$ cat config.mk
export PLATFORM = sky130hd
export DESIGN_NAME = seg_scan_mux
export DESIGN_NICKNAME = d
export VERILOG_FILES = /design/src/rtl/seg_scan_mux.sv
export SDC_FILE = /design/constraint.sdc
export NUM_CORES = 1
export LEC_CHECK = 0
export BUFFER_PORTS_ARGS = -buffer_cell sky130_fd_sc_hd__buf_2
export CAP_MARGIN = 20
export CORE_MARGIN = 3
export CORE_UTILIZATION = 42
export CTS_CLUSTER_SIZE = 30
export DETAILED_ROUTE_END_ITERATION = 10
export PLACE_DENSITY = 0.64
export SLEW_MARGIN = 10
export SYNTH_ARGS = -nofsm -noshare
export SYNTH_HDL_FRONTEND = slang
export SYNTH_SLANG_ARGS = --single-unit
$ cat constraint.sdc
create_clock -name clk -period 3.55 [get_ports clk]
set_input_delay 0.8875 -clock clk [delete_from_list [all_inputs] [get_ports clk]]
set_output_delay 0.8875 -clock clk [all_outputs]
set_load 0.01 [all_outputs]
$ cat src/rtl/seg_scan_mux.sv
// Self-scanning multiplexed display driver: one-hot anode strobe, per-slot blanking and
// double-buffered digits. All outputs are registered and change on the edge the scan FSM moves.
module seg_scan_mux #(
  parameter int NUM_DIGITS       = 4,
  parameter int DIGIT_W          = 4,
  parameter int PRESCALE         = 1024,
  parameter int BLANK_CYCLES     = 16,
  parameter int ANODE_ACTIVE_LOW = 1
) (
  input  logic                          clk,
  input  logic                          rst,
  input  logic                          enable,
  input  logic                          load,
  input  logic [NUM_DIGITS*DIGIT_W-1:0] digits_in,
  input  logic [NUM_DIGITS-1:0]         blank_mask,
  input  logic                          lz_suppress,
  output logic [DIGIT_W-1:0]            digit,
  output logic [NUM_DIGITS-1:0]         anode,
  output logic                          frame_done
);

  localparam int PW = $clog2(NUM_DIGITS);
  localparam int CW = $clog2(PRESCALE);
  localparam logic [PW-1:0] PTR_LAST   = PW'(NUM_DIGITS - 1);
  localparam logic [CW-1:0] BLANK_LAST = CW'((BLANK_CYCLES == 0) ? 0 : BLANK_CYCLES - 1);
  localparam logic [CW-1:0] SHOW_LAST  = CW'(PRESCALE - BLANK_CYCLES - 1);
  localparam logic [NUM_DIGITS-1:0] ANODE_OFF =
    (ANODE_ACTIVE_LOW != 0) ? {NUM_DIGITS{1'b1}} : {NUM_DIGITS{1'b0}};

  typedef enum logic [1:0] {IDLE, BLANK, SHOW} state_t;

  state_t                        state;
  logic [PW-1:0]                 ptr;
  logic [PW-1:0]                 ptr_inc;
  logic [CW-1:0]                 cnt;
  logic [NUM_DIGITS*DIGIT_W-1:0] shadow;
  logic [NUM_DIGITS*DIGIT_W-1:0] active;
  logic [NUM_DIGITS*DIGIT_W-1:0] active_nxt;
  logic                          pending;
  logic                          wrap;
  logic                          commit;
  logic [NUM_DIGITS-1:0]         lit_anode [NUM_DIGITS];
  logic [DIGIT_W-1:0]            lit_code  [NUM_DIGITS];

  assign ptr_inc = (ptr == PTR_LAST) ? '0 : ptr + PW'(1);
  assign wrap    = (state == SHOW) && enable && (cnt == SHOW_LAST) && (ptr == PTR_LAST);
  assign commit  = (state == IDLE) || wrap;

  // The displayed image is taken from the post-commit value so a new frame starts clean.
  always_comb begin
    active_nxt = active;
    if (commit && load) begin
      active_nxt = digits_in;
    end else if (commit && pending) begin
      active_nxt = shadow;
    end
  end

  always_ff @(posedge clk or posedge rst) begin
    if (rst) begin
      shadow  <= '0;
      active  <= '0;
      pending <= 1'b0;
    end else begin
      active <= active_nxt;
      if (load) begin
        shadow <= digits_in;
      end
      if (commit) begin
        pending <= 1'b0;
      end else if (load) begin
        pending <= 1'b1;
      end
    end
  end

  // zero_run stays set while every digit from the top down to i is zero.
  always_comb begin
    logic zero_run;
    logic dark;
    zero_run = 1'b1;
    dark     = 1'b0;
    for (int i = NUM_DIGITS - 1; i >= 0; i--) begin
      zero_run     = zero_run & (active_nxt[i*DIGIT_W +: DIGIT_W] == '0);
      dark         = blank_mask[i] | (lz_suppress & zero_run & (i != 0));
      lit_anode[i] = dark ? ANODE_OFF : ANODE_OFF ^ (NUM_DIGITS'(1) << i);
      lit_code[i]  = dark ? {DIGIT_W{1'b1}} : active_nxt[i*DIGIT_W +: DIGIT_W];
    end
  end

  always_ff @(posedge clk or posedge rst) begin
    if (rst) begin
      state      <= IDLE;
      ptr        <= '0;
      cnt        <= '0;
      digit      <= '1;
      anode      <= ANODE_OFF;
      frame_done <= 1'b0;
    end else begin
      digit      <= '1;
      anode      <= ANODE_OFF;
      frame_done <= 1'b0;
      case (state)
        IDLE: begin
          ptr <= '0;
          cnt <= '0;
          if (enable) begin
            if (BLANK_CYCLES == 0) begin
              state <= SHOW;
              digit <= lit_code[0];
              anode <= lit_anode[0];
            end else begin
              state <= BLANK;
            end
          end
        end
        BLANK: begin
          if (!enable) begin
            state <= IDLE;
            ptr   <= '0;
            cnt   <= '0;
          end else if (cnt == BLANK_LAST) begin
            state <= SHOW;
            cnt   <= '0;
            digit <= lit_code[ptr];
            anode <= lit_anode[ptr];
          end else begin
            cnt <= cnt + CW'(1);
          end
        end
        SHOW: begin
          if (!enable) begin
            state <= IDLE;
            ptr   <= '0;
            cnt   <= '0;
          end else if (cnt == SHOW_LAST) begin
            cnt        <= '0;
            ptr        <= ptr_inc;
            frame_done <= (ptr == PTR_LAST);
            if (BLANK_CYCLES == 0) begin
              digit <= lit_code[ptr_inc];
              anode <= lit_anode[ptr_inc];
            end else begin
              state <= BLANK;
            end
          end else begin
            cnt   <= cnt + CW'(1);
            digit <= lit_code[ptr];
            anode <= lit_anode[ptr];
          end
        end
        default: state <= IDLE;
      endcase
    end
  end

endmodule

; ---- Word-level counts from Yosys, hierarchy flattened
; Index checks and enable logic that the tools add are counted.
[word_totals]
reg_bits = 56
wordCells = 91
[classes]
n_addsub = 2
magnitude_cmp = 1
eq_ne = 9
mux = 47
n_bitwise = 9
n_reduce_logical = 14
[op_table]
columns = cell, count
row1 = 2-to-1 mux 4 bit, 17
row2 = 2-to-1 mux 10 bit, 4
row3 = 2-to-1 mux 16 bit, 2
row4 = one-hot mux 10 bit (3 select lines), 1
row5 = 2-to-1 mux 2 bit, 10
row6 = binary-select mux 4 bit (select 2 bit), 2
row7 = one-hot mux 4 bit (2 select lines), 2
row8 = logical NOT 4 bit, 3
row9 = one-hot mux 2 bit (3 select lines), 2
row10 = adder 10 x 1 -> 10 bit (second input constant), 1
row11 = == test 10 bit (second input constant), 1
row12 = == test 10 x 4 -> 1 bit (second input constant), 1
row13 = 2-to-1 mux 1 bit, 6
row14 = AND reduction 3 bit, 2
row15 = AND 1 bit, 5
row16 = logical AND 1 bit, 5
row17 = == test 2 bit (second input constant), 2
row18 = != test 2 bit (second input constant), 2
row19 = greater-or-equal comparator 3 bit (second input constant), 1
row20 = 2-to-1 mux 3 bit, 1
row21 = != test 3 x 2 -> 1 bit (second input constant), 1
row22 = != test 3 bit (second input constant), 1
row23 = inverter 2 -> 3 bit, 1
row24 = bitwise OR 1 bit, 3
row25 = other kinds (6), 6

; ---- Depth between registers and ports, before layout
[depth]
ltp_word = 20
depth_mapped = 12

; ---- Least setup slack after synthesis
; Ideal clock, no wire load.
[synth_timing]
kind = input port to flip-flop
from = in enable
to = reg digit[3]
setup_ns = 0.078
arrival_ns = 3.350
t_required_ns = 3.472
slack_ns = 0.122
stages = 10
cell_sequence = clkbuf_1 -> nand3_1 -> or4_1 -> buf_6 -> clkinv_8 -> mux2i_1 -> or4_4 -> a2111oi_4 -> a2111oi_1 -> o22ai_1
[synth_via]
elab_chain_len = 19
[synth_lines]
columns = element, line
row1 = start: declaration, 12  ; input logic enable,
row2 = logical AND 1 bit (3 in series), 46  ; assign wrap = (state == SHOW) && enable && (cnt == SHOW_LAST) && (ptr == PTR_LAST);
row3 = logical OR 1 bit, 47  ; assign commit = (state == IDLE) || wrap;
row4 = logical AND 1 bit, 54  ; end else if (commit && pending) begin
row5 = 2-to-1 mux 16 bit, 54
row6 = 2-to-1 mux 16 bit, 52  ; if (commit && load) begin
row7 = logical NOT 4 bit, 84  ; zero_run = zero_run & (active_nxt[i*DIGIT_W +: DIGIT_W] == '0);
row8 = AND 1 bit (2 in series), 84
row9 = AND 1 bit, 85  ; dark = blank_mask[i] | (lz_suppress & zero_run & (i != 0));
row10 = bitwise OR 1 bit, 85
row11 = 2-to-1 mux 4 bit, 87  ; lit_code[i] = dark ? {DIGIT_W{1'b1}} : active_nxt[i*DIGIT_W +: DIGIT_W];
row12 = binary-select mux 4 bit (select 2 bit), "125, 148"
row13 = 2-to-1 mux 4 bit (not written as such) (2 in series), "125, 148"
row14 = 2-to-1 mux 4 bit (on tied branches), "136, 122"
row15 = 2-to-1 mux 4 bit (on tied branches), "132, 118"
row16 = one-hot mux 4 bit (2 select lines) (*), 103  ; case (state)
row17 = end signal: assignment, 125  ; digit <= lit_code[ptr];
row18 = end signal: assignment, 141  ; digit <= lit_code[ptr_inc];
row19 = end signal: assignment, 148  ; digit <= lit_code[ptr];
row20 = end: declaration, 17  ; output logic [DIGIT_W-1:0] digit,
; Every way passes the cells marked *; elsewhere a longest branch is shown, timed or not. The select of a mux whose other input is x is not followed.
; A chain may end at the register's enable or synchronous reset.

; ---- Worst setup path after layout
[layout_timing]
from = reg state[0]
to = reg digit[1]
[layout_via]
elab_chain_len = 20
[layout_lines]
columns = element, line
row1 = start: declaration, 32  ; state_t state;
row2 = start signal: assignment, 93  ; state <= IDLE;
row3 = start signal: assignment, 109  ; state <= SHOW;
row4 = start signal: assignment, 113  ; state <= BLANK;
row5 = == test 2 bit, "46, 103"
row6 = logical AND 1 bit (3 in series), 46
row7 = logical OR 1 bit, 47
row8 = logical AND 1 bit, 54
row9 = 2-to-1 mux 16 bit, 54
row10 = 2-to-1 mux 16 bit, 52
row11 = logical NOT 4 bit, 84
row12 = AND 1 bit (2 in series), 84
row13 = AND 1 bit, 85
row14 = bitwise OR 1 bit, 85
row15 = 2-to-1 mux 4 bit, 87
row16 = binary-select mux 4 bit (select 2 bit), "125, 148"
row17 = 2-to-1 mux 4 bit (not written as such) (2 in series), "125, 148"
row18 = 2-to-1 mux 4 bit (on tied branches), "136, 122"
row19 = 2-to-1 mux 4 bit (on tied branches), "132, 118"
row20 = one-hot mux 4 bit (2 select lines) (*), 103
; Marked as above.

==> results.cfg <==
[cts]
tritoncts = yes
postCtsSetupBuffers = 0
cts-buffers-inserted = 5
postCtsHoldBufs = 0
worst_case_clock_buffer_depth = 2
ctsResizeCount = 0
clock_latency_ns = 0.32
cts_htree_levels = 2
cts_root_buf = clkbuf_8
clock_sink_count = 56
clkSlewWorstSetupHoldPaths_ns = 0.11

[cells_and_area]
area_delta_synth_final_pct = 12.0
num-nets-final = 442
insertedDiodeCount = 0
post_layout_nonfiller_instances = 513
fraction_of_layout_cells_with_a_size_suffix_above_1 = 0.226

[route]
initialDrtViolationCount = 219
final_wirelength_mm = 8.74
route.detailed.vias_per_inst = 5.94
dr.pass1.iters = 4
drt_drc_violations_left = 0
vias = 3048
drt.antenna.violating_nets = 0
routedWlPerCell_um = 17.0

[critical_path]
kind_of_cell_adding_the_most_delay_to_the_critical_path = simple AND/OR/NAND/NOR gates
critical_path.endpoint_type = flop
setup.reg_to_reg.worst_slack_ns = 0.36
critical_path.reg2reg.startpoint = state[0]$_DFFE_PP0P_
crit_top_cell = buf_4
path_class = flop to flop
cp.required_ns = 3.80
cp_data_arrival_time_ns = 3.43
slowest_stage_cell_cp = or4_4
worstPathCellList = inv_1 -> ha_1 -> nand3_1 -> or4_1 -> buf_4 -> clkinv_8 -> mux2i_1 -> or4_4 -> a2111oi_4 -> buf_4 -> nor4b_1 -> o22ai_1
reg2reg_depth = 12
worstSetupStartpointType = flop
number_of_cells_on_the_critical_path = 12
cp_max_fo = 10
crit-reg2reg-capture = digit[1]$_DFF_PP1_
critical-path-max-stage-delay_ns = 0.56
path_buf_inv = 4

[global_routing]
grt_first_pass_wirelength_mm = 14.5
grt-busiest-layer = met2
grt.total_usage = 0.184
gr-usage-met1 = 0.264
grt_antenna_before_repair = 0
met3_usage_grt = 0.0316
total_grt_overflow = 0
grt_util_met2 = 0.293
first_global_vias = 2933
maximum_number_of_pins_on_one_net_before_global_route_repair = 30

[timing]
finalHoldViolations = 0
maxSlewViolCount = 0
fin_crit_sh = 0.898
setup_ws_ns = 0.364
setup_repair_after_global_routing_missed_its_margin = no
setup_total_negative_slack_ns = 0
max_slew_margin = 0.570
timing.final.setup_violations = 0
clock.fmax_mhz = 314
clock_skew_ns = 0.0103
final.min_clock_period_ns = 3.19
fin_worst_hold_slack_ns = 0.510
timing_worst_slew_pin_value_ns = 0.644

[floorplanning]
row_count = 32
pin_count = 34
dieArea_um2 = 9530
die_w_um = 97.6
core-area_um2 = 7930
die_height_um = 97.6
initial_utilization = 0.445

[yosys]
yosys.cell_count.top_type = dfrtp_1
synthesis.nets = 408
synth_area_um2 = 3520
ys_seq_elements = 56
synth_top_area_share = 0.341
synth_async_sr_flop_share = 1.00
synthesis.area_per_instance_um2 = 9.37
most_common_flop_cell_mapped_by_yosys = dfrtp_1
count_of_flip_flops_with_a_built_in_enable_after_synthesis = 0
synth_warnings = 0
synthCells = 376
synth.top_cells.by_area = dfrtp_1, dfstp_2, mux2_2
post_synthesis_cell_type_with_the_largest_combined_area = dfrtp_1
unique_cell_type_count_in_the_yosys_netlist = 60
sequential_cell_area_fraction_in_the_yosys_report = 0.400
netlist_top_cells_count = dfrtp_1, nor2_1, o21ai_0

[placement]
dp_hpwl_mm = 6.59
routabilityCongestion = 0.912
place.detailed.instances = 505
numPortBuffers = 33
detailedPlace.worstSlack_ns = 0.107

[run_status]
run_status = complete, no violations

[hold_path]
worst_hold_path.num_cells = 1
holdPathEnd = shadow[5]$_DFFE_PP0P_
holdCritStartpoint = shadow[5]$_DFFE_PP0P_
hp-class = flop to flop

[pwr]
power.ir.vdd_worst_v = 0.000257
power-per-cell-area_nw_per_um2 = 693
leakage_nw = 1.70
power_mw = 2.73

[run]
maxCapViolCount = 0
[per-layer routing]
| metal | routed length (µm) | vias up | share of wire |
|---|---|---|---|
| li1 | - | 1474 | - |
| met3 | 274 | 8 | 0.031 |
| met5 | 0 | - | 0 |
| met2 | 4080 | 62 | 0.47 |
| met4 | 75 | 0 | 0.0086 |
| met1 | 4320 | 1504 | 0.49 |
[worst max path at each step]
stage          slack [ns]                 end                 start
6_report             0.36  digit[1]$_DFF_PP1_  state[0]$_DFFE_PP0P_
5_1_grt              0.09  digit[0]$_DFF_PP1_  state[1]$_DFFE_PP0P_
4_1_cts              0.37  digit[3]$_DFF_PP1_  state[1]$_DFFE_PP0P_
2_1_floorplan        0.12  digit[3]$_DFF_PP1_                enable
3_3_place_gp         0.17  digit[3]$_DFF_PP1_                enable
3_5_place_dp         0.11  digit[3]$_DFF_PP1_                enable
[layout by cell type (no fill, tap or decap), types with 3 or more instances in the layout]
cell	n
or4b_2	4
o31ai_1	10
o22ai_1	5
buf_4	16
nor4bb_1	4
o311ai_0	3
o21ai_0	26
o211ai_1	5
mux2i_1	14
clkbuf_8	5
a21o_1	4
and3_1	5
a31oi_1	8
nor2_1	27
dfrtp_1	48
dfstp_2	8
o21a_1	7
a211oi_1	3
inv_1	14
or4_1	3
nand2_1	21
nand3b_1	3
or3_1	6
a21oi_1	9
nor2b_1	10
and2_1	7
buf_2	33
ha_1	7
nand3_1	8
o41ai_1	3
a22oi_1	5
nor3_1	16
mux2_2	15
nand2b_1	8
nor4b_1	4
[flip-flops by register name (all words and copies together), names as in the netlist]
| name | cells |
|---|---|
| active | 16 |
| anode | 4 |
| cnt | 10 |
| digit | 4 |
| frame_done | 1 |
| pending | 1 |
| ptr | 2 |
| shadow | 16 |
| state | 2 |
[final cells by class]
cell class	instances	area, µm²
flip-flops and latches	56	1410
fillers	760	3980
clock buffers	5	68.8
repair buffers	49	285
multi-input cells	282	1960
well taps	102	128
clock inverters	3	22.5
inverters	16	72.6
[per-stage QoR]
stage	util	instance area [µm²]
after global routing	0.498	3950
after floorplan	-	3520
after detailed placement	0.486	3850
after CTS	0.498	3950
final	0.498	3950
after global placement	0.486	3850
[where the power goes]
group | switching, mW | internal [mW] | total (mW) | leakage [nW]
clock network | 0.227 | 0.142 | 0.369 | 0.0485
logic | 0.832 | 0.582 | 1.41 | 0.967
registers | 0.127 | 0.825 | 0.952 | 0.682
[cell families after synthesis]
group	synth area share
muxes	0.0877
xor gates and xnor gates	0.00497
adders and majority gates	0.0248
AOI/OAI and AO/OA	0.213
and+or+nand+nor	0.223
DFF	0.400
buffers and inverters	0.0461
[worst reg2reg max path, stage by stage, from the launching register on]
cell and delay [ns]:
dfrtp_1 0.45, inv_1 0.11, ha_1 0.17, nand3_1 0.17, or4_1 0.43, buf_4 0.21
clkinv_8 0.09, mux2i_1 0.09, or4_4 0.56, a2111oi_4 0.36, buf_4 0.22, nor4b_1 0.07
o22ai_1 0.18
No activity file was read; power rests on OpenSTA's default activity.
